File: src/rtl/dma_write_feeder.sv
// Write-side DMA sequencer: buffers source words and issues 4 KB-safe AXI INCR bursts
// of up to 16 beats to the write master, streaming FIFO data one word per accepted beat.
module dma_write_feeder #(
  parameter int unsigned DEPTH = 32,
  parameter logic [3:0]  WR_ID = 4'd0
) (
  input  logic        ACLK,
  input  logic        ARESETn,
  input  logic        start,
  input  logic [31:0] dst_addr,
  input  logic [15:0] total_words,
  output logic        busy,
  output logic        done,
  input  logic        in_valid,
  input  logic [31:0] in_data,
  output logic        in_ready,
  output logic [31:0] A,
  output logic [3:0]  burst_LEN,
  output logic [3:0]  id_in,
  output logic [3:0]  bweb_in,
  output logic        write_signal,
  output logic [31:0] DI,
  input  logic        wr_beat_ack,
  input  logic        wr_burst_done
);

  localparam int unsigned AW = $clog2(DEPTH);
  localparam logic [AW:0] FullCount = (AW + 1)'(DEPTH);

  typedef enum logic [2:0] {StIdle, StPlan, StIssue, StData, StFin} state_e;

  state_e state_q, state_d;

  logic [31:0]   mem [DEPTH];
  logic [AW-1:0] wr_ptr_q, rd_ptr_q;
  logic [AW:0]   count_q;
  logic          full, push, pop;

  logic [31:0] cur_addr_q;
  logic [15:0] remaining_q;
  logic [31:0] a_q;
  logic [3:0]  len_q;
  logic [4:0]  beat_cnt_q;

  logic [12:0] to_bnd_bytes;
  logic [10:0] to_bnd;
  logic [15:0] beats_lim;
  logic [4:0]  beats;
  logic        plan_go;
  logic [15:0] burst_words;
  logic [31:0] addr_inc;

  // FIFO
  assign full     = (count_q == FullCount);
  assign in_ready = !full;
  assign push     = in_valid && !full;
  // Acks beyond the last beat of the burst must not consume data.
  assign pop      = (state_q == StData) && wr_beat_ack && (beat_cnt_q <= {1'b0, len_q}) &&
                    (count_q != '0);

  always_ff @(posedge ACLK) begin
    if (push) begin
      mem[wr_ptr_q] <= in_data;
    end
  end

  always_ff @(posedge ACLK) begin
    if (ARESETn) begin
      wr_ptr_q <= '0;
      rd_ptr_q <= '0;
      count_q  <= '0;
    end else begin
      if (push) wr_ptr_q <= wr_ptr_q + 1'b1;
      if (pop)  rd_ptr_q <= rd_ptr_q + 1'b1;
      unique case ({push, pop})
        2'b10:   count_q <= count_q + 1'b1;
        2'b01:   count_q <= count_q - 1'b1;
        default: count_q <= count_q;
      endcase
    end
  end

  assign DI = (count_q == '0) ? 32'h0 : mem[rd_ptr_q];

  // Burst planning: limited by 16 beats, words left and distance to the next 4 KB page.
  assign to_bnd_bytes = 13'h1000 - {1'b0, cur_addr_q[11:0]};
  assign to_bnd       = 11'(to_bnd_bytes >> 2);

  always_comb begin
    beats_lim = 16'd16;
    if (remaining_q < beats_lim) beats_lim = remaining_q;
    if ({5'd0, to_bnd} < beats_lim) beats_lim = {5'd0, to_bnd};
    beats = 5'(beats_lim);
  end

  assign plan_go     = 32'(count_q) >= 32'(beats);
  assign burst_words = {12'd0, len_q} + 16'd1;
  assign addr_inc    = {14'd0, burst_words, 2'b00};

  // State register
  always_ff @(posedge ACLK) begin
    if (ARESETn) state_q <= StIdle;
    else         state_q <= state_d;
  end

  // Next-state logic
  always_comb begin
    state_d = state_q;
    unique case (state_q)
      StIdle:  if (start) state_d = (total_words == 16'd0) ? StFin : StPlan;
      StPlan:  if (plan_go) state_d = StIssue;
      StIssue: state_d = StData;
      StData:  if (wr_burst_done) state_d = (remaining_q == burst_words) ? StFin : StPlan;
      StFin:   state_d = StIdle;
      default: state_d = StIdle;
    endcase
  end

  // Outputs
  always_comb begin
    busy         = (state_q != StIdle);
    done         = (state_q == StFin);
    write_signal = (state_q == StIssue);
  end

  // Transfer datapath
  always_ff @(posedge ACLK) begin
    if (ARESETn) begin
      cur_addr_q  <= '0;
      remaining_q <= '0;
      a_q         <= '0;
      len_q       <= '0;
      beat_cnt_q  <= '0;
    end else begin
      unique case (state_q)
        StIdle: begin
          if (start) begin
            cur_addr_q  <= dst_addr;
            remaining_q <= total_words;
          end
        end
        StPlan: begin
          if (plan_go) begin
            a_q        <= cur_addr_q;
            len_q      <= 4'(beats - 5'd1);
            beat_cnt_q <= '0;
          end
        end
        StData: begin
          if (pop) beat_cnt_q <= beat_cnt_q + 5'd1;
          if (wr_burst_done) begin
            cur_addr_q  <= cur_addr_q + addr_inc;
            remaining_q <= remaining_q - burst_words;
          end
        end
        default: ;
      endcase
    end
  end

  assign A         = a_q;
  assign burst_LEN = len_q;
  assign id_in     = WR_ID;
  assign bweb_in   = 4'hF;

endmodule

File: config.mk
export PLATFORM = sky130hd
export DESIGN_NAME = dma_write_feeder
export DESIGN_NICKNAME = d
export VERILOG_FILES = /design/src/rtl/dma_write_feeder.sv
export SDC_FILE = /design/constraint.sdc
export NUM_CORES = 1
export LEC_CHECK = 0
export CAP_MARGIN = 20
export CORE_MARGIN = 2
export CORE_UTILIZATION = 61
export DETAILED_ROUTE_END_ITERATION = 8
export PLACE_DENSITY = 0.8
export SETUP_SLACK_MARGIN = 0.05
export SYNTH_ARGS = -nofsm -noshare
export SYNTH_HDL_FRONTEND = slang
export SYNTH_SLANG_ARGS = --single-unit
File: constraint.sdc
create_clock -name ACLK -period 6.98 [get_ports ACLK]
set_input_delay 1.396 -clock ACLK [delete_from_list [all_inputs] [get_ports ACLK]]
set_output_delay 1.396 -clock ACLK [all_outputs]
set_load 0.1 [all_outputs]
Word level (Yosys, flattened, before mapping)
Memories as Yosys holds them, arrays and structs flattened. A register that Yosys moved wholly into a read port is not among the register bits.
Cells that the tools add are included.

operators by class
  reductions and logical operators = 17
  add/subtract/negate cells = 10
  magnitude comparators = 4
  eq/ne operators = 12
  mux-type cells = 23

operators with widths
  cell                                                  count
  two-way mux 32 bit                                    3
  one-hot mux 32 bit (2 select lines)                   1
  two-way mux 16 bit                                    3
  adder 32 x 7 -> 32 bit                                1
  one-hot mux 16 bit (2 select lines)                   1
  two-way mux 5 bit                                     5
  equality test 16 x 5 -> 1 bit                         1
  zero test 16 bit                                      1
  < comparator 11 x 16 -> 1 bit                         1
  < comparator 16 x 5 -> 1 bit (second input constant)  1
  subtractor 16 x 5 -> 16 bit                           1
  adder 5 x 1 -> 5 bit (second input constant)          3
  two-way mux 3 bit                                     5
  subtractor 13 x 12 -> 13 bit (first input constant)   1
  one-hot mux 3 bit (4 select lines)                    1
  one-hot mux 6 bit (2 select lines)                    1
  one-hot mux 5 bit (2 select lines)                    1
  AND reduction 3 bit                                   3
  inequality test 2 bit (second input constant)         4
  adder 6 x 1 -> 6 bit (second input constant)          1
  equality test 3 x 2 -> 1 bit (second input constant)  2
  equality test 6 bit (second input constant)           1
  >= comparator 6 x 5 -> 1 bit                          1
  zero test 6 bit                                       1
  other kinds (16)                                      22

word-level totals
  output and inout port bits = 80
  memories kept = 1
  word-level logic and storage cells = 76
  bits in registers = 108
  memory bits (writable) = 1,024

memory list
  memory  depth  width  read ports  clocked after Yosys merged registers in  wr ports  RTL line  source
  mem     32     32     1           1                                        1         34        logic [31:0] mem [DEPTH];

Logic depth before layout (Yosys ltp)
Gate-level depths: netlist (run 1).

  depth after elaboration = 7
  gate-level depth with buffers = 25

Worst setup path before layout (run 1)
Ideal clock, no wire load.

  kind = register to register
  start = register cur_addr_q[2]
  end = register len_q[0], in the netlist burst_LEN[0]
  setup slack = 1.817 ns
  cell stages (with the launch flop) = 24
  setup time = 0.070 ns
  period minus slack after synthesis = 5.163 ns
  arrival = 5.092 ns
  buffers on the path = 2
  cell sequence = dfxtp_1 -> buf_6 -> or4_4 -> or3_4 -> or2_4 -> nor3_4 -> nand2b_4 -> nor3_1 -> ha_1 -> a21oi_1 -> nand2_1 -> a2111oi_1 -> a2bb2oi_4 -> mux2_2 -> inv_1 -> ha_1 -> nand2b_1 -> a21o_1 -> a21oi_1 -> o21ai_0 -> nand2_1 -> clkbuf_1 -> nand2_1 -> a21oi_1

between the ends
  word-level cells in the longest chain between the ends = 5

ends and longest elaborated chain
  what                              RTL line  source
  start, declared                   39        logic [31:0] cur_addr_q;
  start signal, assigned            138       cur_addr_q <= dst_addr;
  start signal, assigned            152       cur_addr_q <= cur_addr_q + addr_inc;
  subtractor 13 x 12 -> 13 bit (*)  86        assign to_bnd_bytes = 13'h1000 - {1'b0, cur_addr_q[11:0]};
  < comparator 11 x 16 -> 1 bit     92        if ({5'd0, to_bnd} < beats_lim) beats_lim = {5'd0, to_bnd};
  two-way mux 5 bit (*)             92
  >= comparator 6 x 5 -> 1 bit      96        assign plan_go = 32'(count_q) >= 32'(beats);
  AND reduction 2 bit (no line)     --
  end signal, assigned              145       len_q <= 4'(beats - 5'd1);
  end, declared                     42        logic [3:0] len_q;

Mark *: on every way between the ends. The rest lies on a longest branch, timed or not.
A chain may end at the register's enable or synchronous reset.

Worst setup path after layout (run 1)
  start = register cur_addr_q[2]
  end = register a_q[28], in the netlist A[28]

between the ends
  word-level cells in the longest chain between the ends = 5

ends and longest elaborated chain
  what                               RTL line  source
  subtractor 13 x 12 -> 13 bit (*)   86
  < comparator 11 x 16 -> 1 bit      92
  two-way mux 5 bit (*)              92
  >= comparator 6 x 5 -> 1 bit (*)   96
  AND reduction 2 bit (no line) (*)  --
  end signal, assigned               144       a_q <= cur_addr_q;
  end, declared                      41        logic [31:0] a_q;

Marks and branches as above.

==> flow_metrics.env, run 1 <==
export IMPL_outcome="complete, no violations"
export IMPL_p_leak_nw=16.1
export IMPL_syn_inst=2396
export IMPL_maxCapViolCount=0
export IMPL_grt_pass1_vias=25600
export IMPL_drtIter0Drc=3665
export IMPL_synth_top_area_share_pct=67.3
export IMPL_insertion_delay_ps=690
export IMPL_tns_ps=0
export IMPL_cts_setup_buffers=0
export IMPL_critPathBufInv=2
export IMPL_std_cell_rows=100
export IMPL_yosys_register_bits=1137
export IMPL_hold_ws_ps=455
export IMPL_drc_errors=0
export IMPL_ant_nets=0
export IMPL_synth_main_ff_cell="edfxtp_1"
export IMPL_crit_arrival_ps=6740
export IMPL_coreArea_mm2=0.0743
export IMPL_seq_area_frac_synth_pct=72.3
export IMPL_rrSetupSlack_ps=840
export IMPL_p_total_mw=14.4
export IMPL_min_period_ps=6140
export IMPL_cpPeakStageDelay_ps=650
export IMPL_overflow=0
export IMPL_cp_data_required_time_ps=7580
export IMPL_antenna_found_initial=2
export IMPL_relSlewSlack_pct=21.2
export IMPL_root_buffer="clkbuf_16"
export IMPL_cp_common_cell="a21oi_1"
export IMPL_drt_pre_antenna_iters=6
export IMPL_fp_dieArea_mm2=0.0771
export IMPL_syn_area_mm2=0.0457
export IMPL_tightest_slew_ps=1180
export IMPL_cts_buffer_depth=3
export IMPL_worstReg2RegEnd="A[28]"
export IMPL_cts_tree="done"
export IMPL_finalHoldViolCount=0
export IMPL_numCtsBuffers=108
export IMPL_nNetsFinal=2727
export IMPL_cts_sinks=1137
export IMPL_wl_per_cell_um=32.8
export IMPL_port_buffers=157
export IMPL_syn2layout_area_growth_pct=14.4
export IMPL_routed_wirelength_um=120000
export IMPL_startpoint_type="register"
export IMPL_dp_hpwl_um=63800
export IMPL_regToRegStartpoint="cur_addr_q[2]"
export IMPL_timing_final_crit_share_pct=88.0
export IMPL_io_pins=166
export IMPL_irDropWorstVdd_v=0.000253
export IMPL_clock_skew_ps=29.2
export IMPL_yosys_warnings=0
export IMPL_crit_slowest_cell="and2_1"
export IMPL_r2r_cells=22
export IMPL_cp_top_family="simple AND/OR/NAND/NOR gates"
export IMPL_synth_edf_count=1024
export IMPL_crit_type="reg2reg"
export IMPL_drt_vias_per_instance=6.92
export IMPL_crit_path_end_kind="register"
export IMPL_hold_path_end="A[6]"
export IMPL_min_path_type="reg2reg"
export IMPL_grt_setup_unrepaired="no"
export IMPL_yosysTopAreaCell="edfxtp_1"
export IMPL_p_per_area_mw_per_mm2=275
export IMPL_hold_depth=2
export IMPL_path_cells="or4_4 -> or3_4 -> or2_4 -> nor3_4 -> nand2b_4 -> nor3_1 -> ha_1 -> a21oi_1 -> nand2_1 -> a2111oi_1 -> a2bb2oi_4 -> mux2_2 -> inv_1 -> ha_1 -> nand2b_1 -> a21o_1 -> a21oi_1 -> o21ai_0 -> and2_1 -> buf_4 -> nand2_1 -> a21oi_1"
export IMPL_min_from="A[6]"
export IMPL_crit_fanout=20
export IMPL_cts_clk_slew_worst_paths_ps=60
export IMPL_synthArstFlopShare_pct=0
export IMPL_yosys_top_cells_area="edfxtp_1 (67%), mux4_2 (16%), dfxtp_1 (5.0%), nand2_1 (1.2%), nor2_1 (1.2%)"
export IMPL_die_x_um=278
export IMPL_synth_distinct_cells=79
export IMPL_synthTopCellsByCount="edfxtp_1 (1024), mux4_2 (320), nand2_1 (146)"
export IMPL_track_usage_pct=31.2
export IMPL_avgSynthCellArea_um2=19.1
export IMPL_max_freq_mhz=163
export IMPL_cts_resized=0
export IMPL_maxSlewViolCount=0
export IMPL_yosysMostFrequentCell="edfxtp_1"
export IMPL_drive_gt1_share_pct=22.0
export IMPL_setup_violations=0
export IMPL_gp_congestion=0.906
export IMPL_grt_pass1_wl_um=174000
export IMPL_vias=25300
export IMPL_cts_htree_levels=3
export IMPL_initial_core_util_pct=61.4
export IMPL_holdBufCountCts=0
export IMPL_grt_max_degree=69
export IMPL_die_h_um=278
[layer usage]
metal	up-vias	track usage (%)	part of all wire (%)
met1	13000	41.4	35
met5	-	0	0.017
met3	313	5.54	9.7
met2	1789	51.9	51
met4	2	13.2	4.4
li1	10100	-	-
[sequential cells by signal (all words and copies together) (netlist names), 4 cells and up, named ones only]
signal	count
beat_cnt_q	5
cur_addr_q	32
mem	1024
count_q	6
wr_ptr_q	5
A	32
burst_LEN	4
remaining_q	16
rd_ptr_q	5
[placed cells by master, fill, tap and decap left out, types with 31 or more instances in the layout]
master	n
nand2_1	146
o21ai_0	32
inv_1	34
dfxtp_1	108
nor2_4	34
buf_4	47
ha_1	42
edfxtp_1	1024
clkdlybuf4s50_1	156
mux2i_1	38
clkinv_1	31
mux4_2	320
a21oi_1	87
clkbuf_16	109
nor2_1	108
[cells by family (layout without fill, tap and decap cells)]
| logic type | after synthesis | after routing | share of synthesized area, % |
|---|---|---|---|
| DFF | 1137 | 1137 | 72.3 |
| and+or+nand+nor | 410 | 410 | 4.19 |
| muxes | 360 | 360 | 16.7 |
| AOI/OAI and AO/OA | 234 | 234 | 3.29 |
| buffers and inverters | 177 | 454 | 1.65 |
| adders and majority gates | 45 | 45 | 1.28 |
| xor gates and xnor gates | 31 | 31 | 0.595 |
| other | 2 | 15 | 0.0164 |
[power by group]
| part | total, mW | leakage [nW] | internal, mW | switching, mW |
|---|---|---|---|---|
| registers | 7.58 | 10.1 | 7.49 | 0.0832 |
| clock network | 5.69 | 1.64 | 3.11 | 2.58 |
| logic | 1.10 | 4.32 | 0.351 | 0.746 |
[stage by stage]
step	util [%]	setup WS, ps	area [um^2]	cells
2_1_floorplan	-	1820	45700	2408
3_3_place_gp	65.5	1130	48700	3447
3_5_place_dp	65.6	925	48800	3451
4_1_cts	70.1	881	52100	3650
5_1_grt	70.3	479	52200	3655
6_report	70.3	840	52200	3655
[area by class of cell]
class                   count  area, um^2
diodes                      1        2.50
fillers                  4344       22100
clock buffers             134        2860
clock inverters            65         507
repair buffers            220        2280
well taps                 969        1210
multi-input cells        1094       12200
inverters                  35         131
flip-flops and latches   1137       33000
[worst max-delay path by stage]
| stage | from | to | slack [ps] | cells after the start |
|---|---|---|---|---|
| global placement | cur_addr_q[2] | A[7] | 1130 | 22 |
| finish | cur_addr_q[2] | A[28] | 840 | 22 |
| CTS | cur_addr_q[2] | A[28] | 880 | 22 |
| detailed placement | cur_addr_q[2] | A[28] | 930 | 22 |
| floorplan | cur_addr_q[2] | burst_LEN[0] | 1820 | 23 |
| global route | cur_addr_q[2] | A[28] | 480 | 22 |
[worst reg2reg max path: cells and delay by family, from the launching register on]
kind                       cells  cell delay (ps)
AOI/OAI and AO/OA              7             1720
muxes                          1              310
and+or+nand+nor               10             2630
buffers and inverters          2              450
DFF                            1              400
adders and majority gates      2              550
Power figures use the tool's default switching activity.
==> run 2, diff against run 1 <==
Settings changed: CTS_CLUSTER_DIAMETER set to 100.
==> run 2 against run 1 <==
  * Final cell count hardly changed
  * Global-route usage is 0.087 points lower
  * Worst setup slack worse by 10 ps
  * Utilization hardly changed
  * First-iteration DRC count is 8.5% higher
  * Clock power is 0.7% higher
  * Routed wire length is 0.47% lower
  * Count of clock-buffer cells in the layout is 2 higher
  * Register-to-register slack hardly changed
  * Non-clock buffer count stayed put
  * Via count is 0.13% lower
  * Largest cell class unchanged
==> flow_metrics.env, run 2 (synthesis gave the netlist of run 1 again) <==
export IMPL_tns_ps=0
export IMPL_irDropWorstVdd_v=0.000247
export IMPL_timing_final_crit_share_pct=88.1
export IMPL_finalHoldViolCount=0
export IMPL_final_common_cell="edfxtp_1"
export IMPL_vias=25300
export IMPL_outcome="complete, no violations"
export IMPL_overflow=0
export IMPL_p_per_area_mw_per_mm2=276
export IMPL_crit_slowest_cell="and2_1"
export IMPL_cp_common_cell="a21oi_1"
export IMPL_mostFrequentLayoutCells="edfxtp_1 (1024), mux4_2 (320), clkdlybuf4s50_1 (156)"
export IMPL_insertion_delay_ps=700
export IMPL_initial_core_util_pct=61.4
export IMPL_tightest_slew_ps=1200
export IMPL_fp_dieArea_mm2=0.0771
export IMPL_min_period_ps=6150
export IMPL_cp_data_required_time_ps=7580
export IMPL_crit_type="reg2reg"
export IMPL_largest_register_ffs=1024
export IMPL_drtIter0Drc=3978
export IMPL_maxCapViolCount=0
export IMPL_max_freq_mhz=163
export IMPL_crit_arrival_ps=6750
export IMPL_cts_setup_buffers=0
export IMPL_numCtsBuffers=108
export IMPL_root_buffer="clkbuf_16"
export IMPL_p_leak_nw=16.1
export IMPL_cts_buffer_depth=3
export IMPL_port_buffers=157
export IMPL_cts_sinks=1137
export IMPL_fillers=4348
export IMPL_grt_pass1_vias=25500
export IMPL_path_cells="or4_4 -> or3_4 -> or2_4 -> nor3_4 -> nand2b_4 -> nor3_1 -> ha_1 -> a21oi_1 -> nand2_1 -> a2111oi_1 -> a2bb2oi_4 -> mux2_2 -> inv_1 -> ha_1 -> nand2b_1 -> a21o_1 -> a21oi_1 -> o21ai_0 -> and2_1 -> buf_4 -> nand2_1 -> a21oi_1"
export IMPL_relSlewSlack_pct=19.8
export IMPL_cpPeakStageDelay_ps=640
export IMPL_cts_resized=0
export IMPL_grt_pass1_wl_um=173000
export IMPL_cts_clk_slew_worst_paths_ps=60
export IMPL_antenna_found_initial=1
export IMPL_layout_area_seq_mm2=0.0330
export IMPL_setup_violations=0
export IMPL_multi_input_area_mm2=0.0122
export IMPL_drt_vias_per_instance=6.91
export IMPL_crit_fanout=20
export IMPL_grt_setup_unrepaired="no"
export IMPL_coreArea_mm2=0.0743
export IMPL_std_cell_rows=100
export IMPL_holdBufCountCts=0
export IMPL_startpoint_type="register"
export IMPL_cts_tree="done"
export IMPL_cts_htree_levels=3
export IMPL_drc_errors=0
export IMPL_grt_max_degree=69
export IMPL_die_x_um=278
export IMPL_die_h_um=278
export IMPL_final_core_utilization_pct=70.3
export IMPL_dp_hpwl_um=63800
export IMPL_regMostFlops="mem"
export IMPL_maxSlewViolCount=0
export IMPL_syn2layout_area_growth_pct=14.4
export IMPL_drt_pre_antenna_iters=5
export IMPL_drive_gt1_share_pct=22.1
export IMPL_routed_wirelength_um=119000
export IMPL_critPathBufInv=2
export IMPL_nNetsFinal=2727
export IMPL_clock_skew_ps=34.2
export IMPL_io_pins=166
export IMPL_ant_nets=0
export IMPL_crit_path_end_kind="register"
export IMPL_cp_top_family="simple AND/OR/NAND/NOR gates"
export IMPL_min_path_type="reg2reg"
export IMPL_gp_congestion=0.906
export IMPL_wl_per_cell_um=32.7
export IMPL_track_usage_pct=31.1
run 2: changes by cell type in the layout (fill, tap and decap cells not counted), moves of 2 or more:
cell,change
clkinv_1,-3
buf_16,-2
clkbuf_1,+2
diode_2,+2
run 2: routing by layer:
layer  vias up  track usage [%]  wire (um)
li1      10200                -          -
met1     13000             41.7      42600
met2      1785             51.8      61000
met3       293             5.21      11300
met4         0             12.5       4560
met5         -                0          0
run 2: power breakdown:
part	leakage, nW	switching, mW	internal (mW)	total, mW
clock	1.65	2.59	3.15	5.73
combinational	4.31	0.745	0.350	1.09
sequential	10.1	0.0836	7.49	7.58
total	16.1	3.42	11.0	14.4
run 2: worst paths after layout:
check | from | to | slack, ps | depth (start not counted)
setup / recovery | cur_addr_q[2] | A[28] | 830 | 22
hold / removal | A[6] | A[6] | 460 | 2
setup reg to reg | cur_addr_q[2] | A[28] | 830 | 22
hold reg to reg | A[6] | A[6] | 460 | 2
run 2: layout make-up:
| cell class | count | share of cell area [%] |
|---|---|---|
| tap | 969 | 2.32 |
| inverter | 35 | 0.251 |
| timing repair buffer | 220 | 4.33 |
| antenna | 3 | 0.0144 |
| clock inverter | 63 | 1.01 |
| multi-input combinational | 1094 | 23.4 |
| sequential | 1137 | 63.2 |
| clock buffer | 136 | 5.50 |
run 2: stage by stage:
stage	cells	instance area (um^2)	setup slack (ps)	total power, mW	hold slack [ps]
after global routing	3655	52200	482	14.7	468
after detailed placement	3451	48800	925	8.78	447
after floorplan	2408	45700	1820	8.42	445
after global placement	3447	48700	1130	8.74	441
final	3657	52200	830	14.4	456
after CTS	3650	52200	881	14.4	456
run 2: worst reg2reg max path, cell delays in order (launching register included):
cell and delay [ps]:
dfxtp_1 400, or4_4 570, or3_4 360, or2_4 260, nor3_4 210, nand2b_4 100
nor3_1 160, ha_1 290, a21oi_1 160, nand2_1 120, a2111oi_1 580, a2bb2oi_4 200
mux2_2 300, inv_1 50, ha_1 260, nand2b_1 100, a21o_1 110, a21oi_1 80
o21ai_0 430, and2_1 640, buf_4 410, nand2_1 110, a21oi_1 160
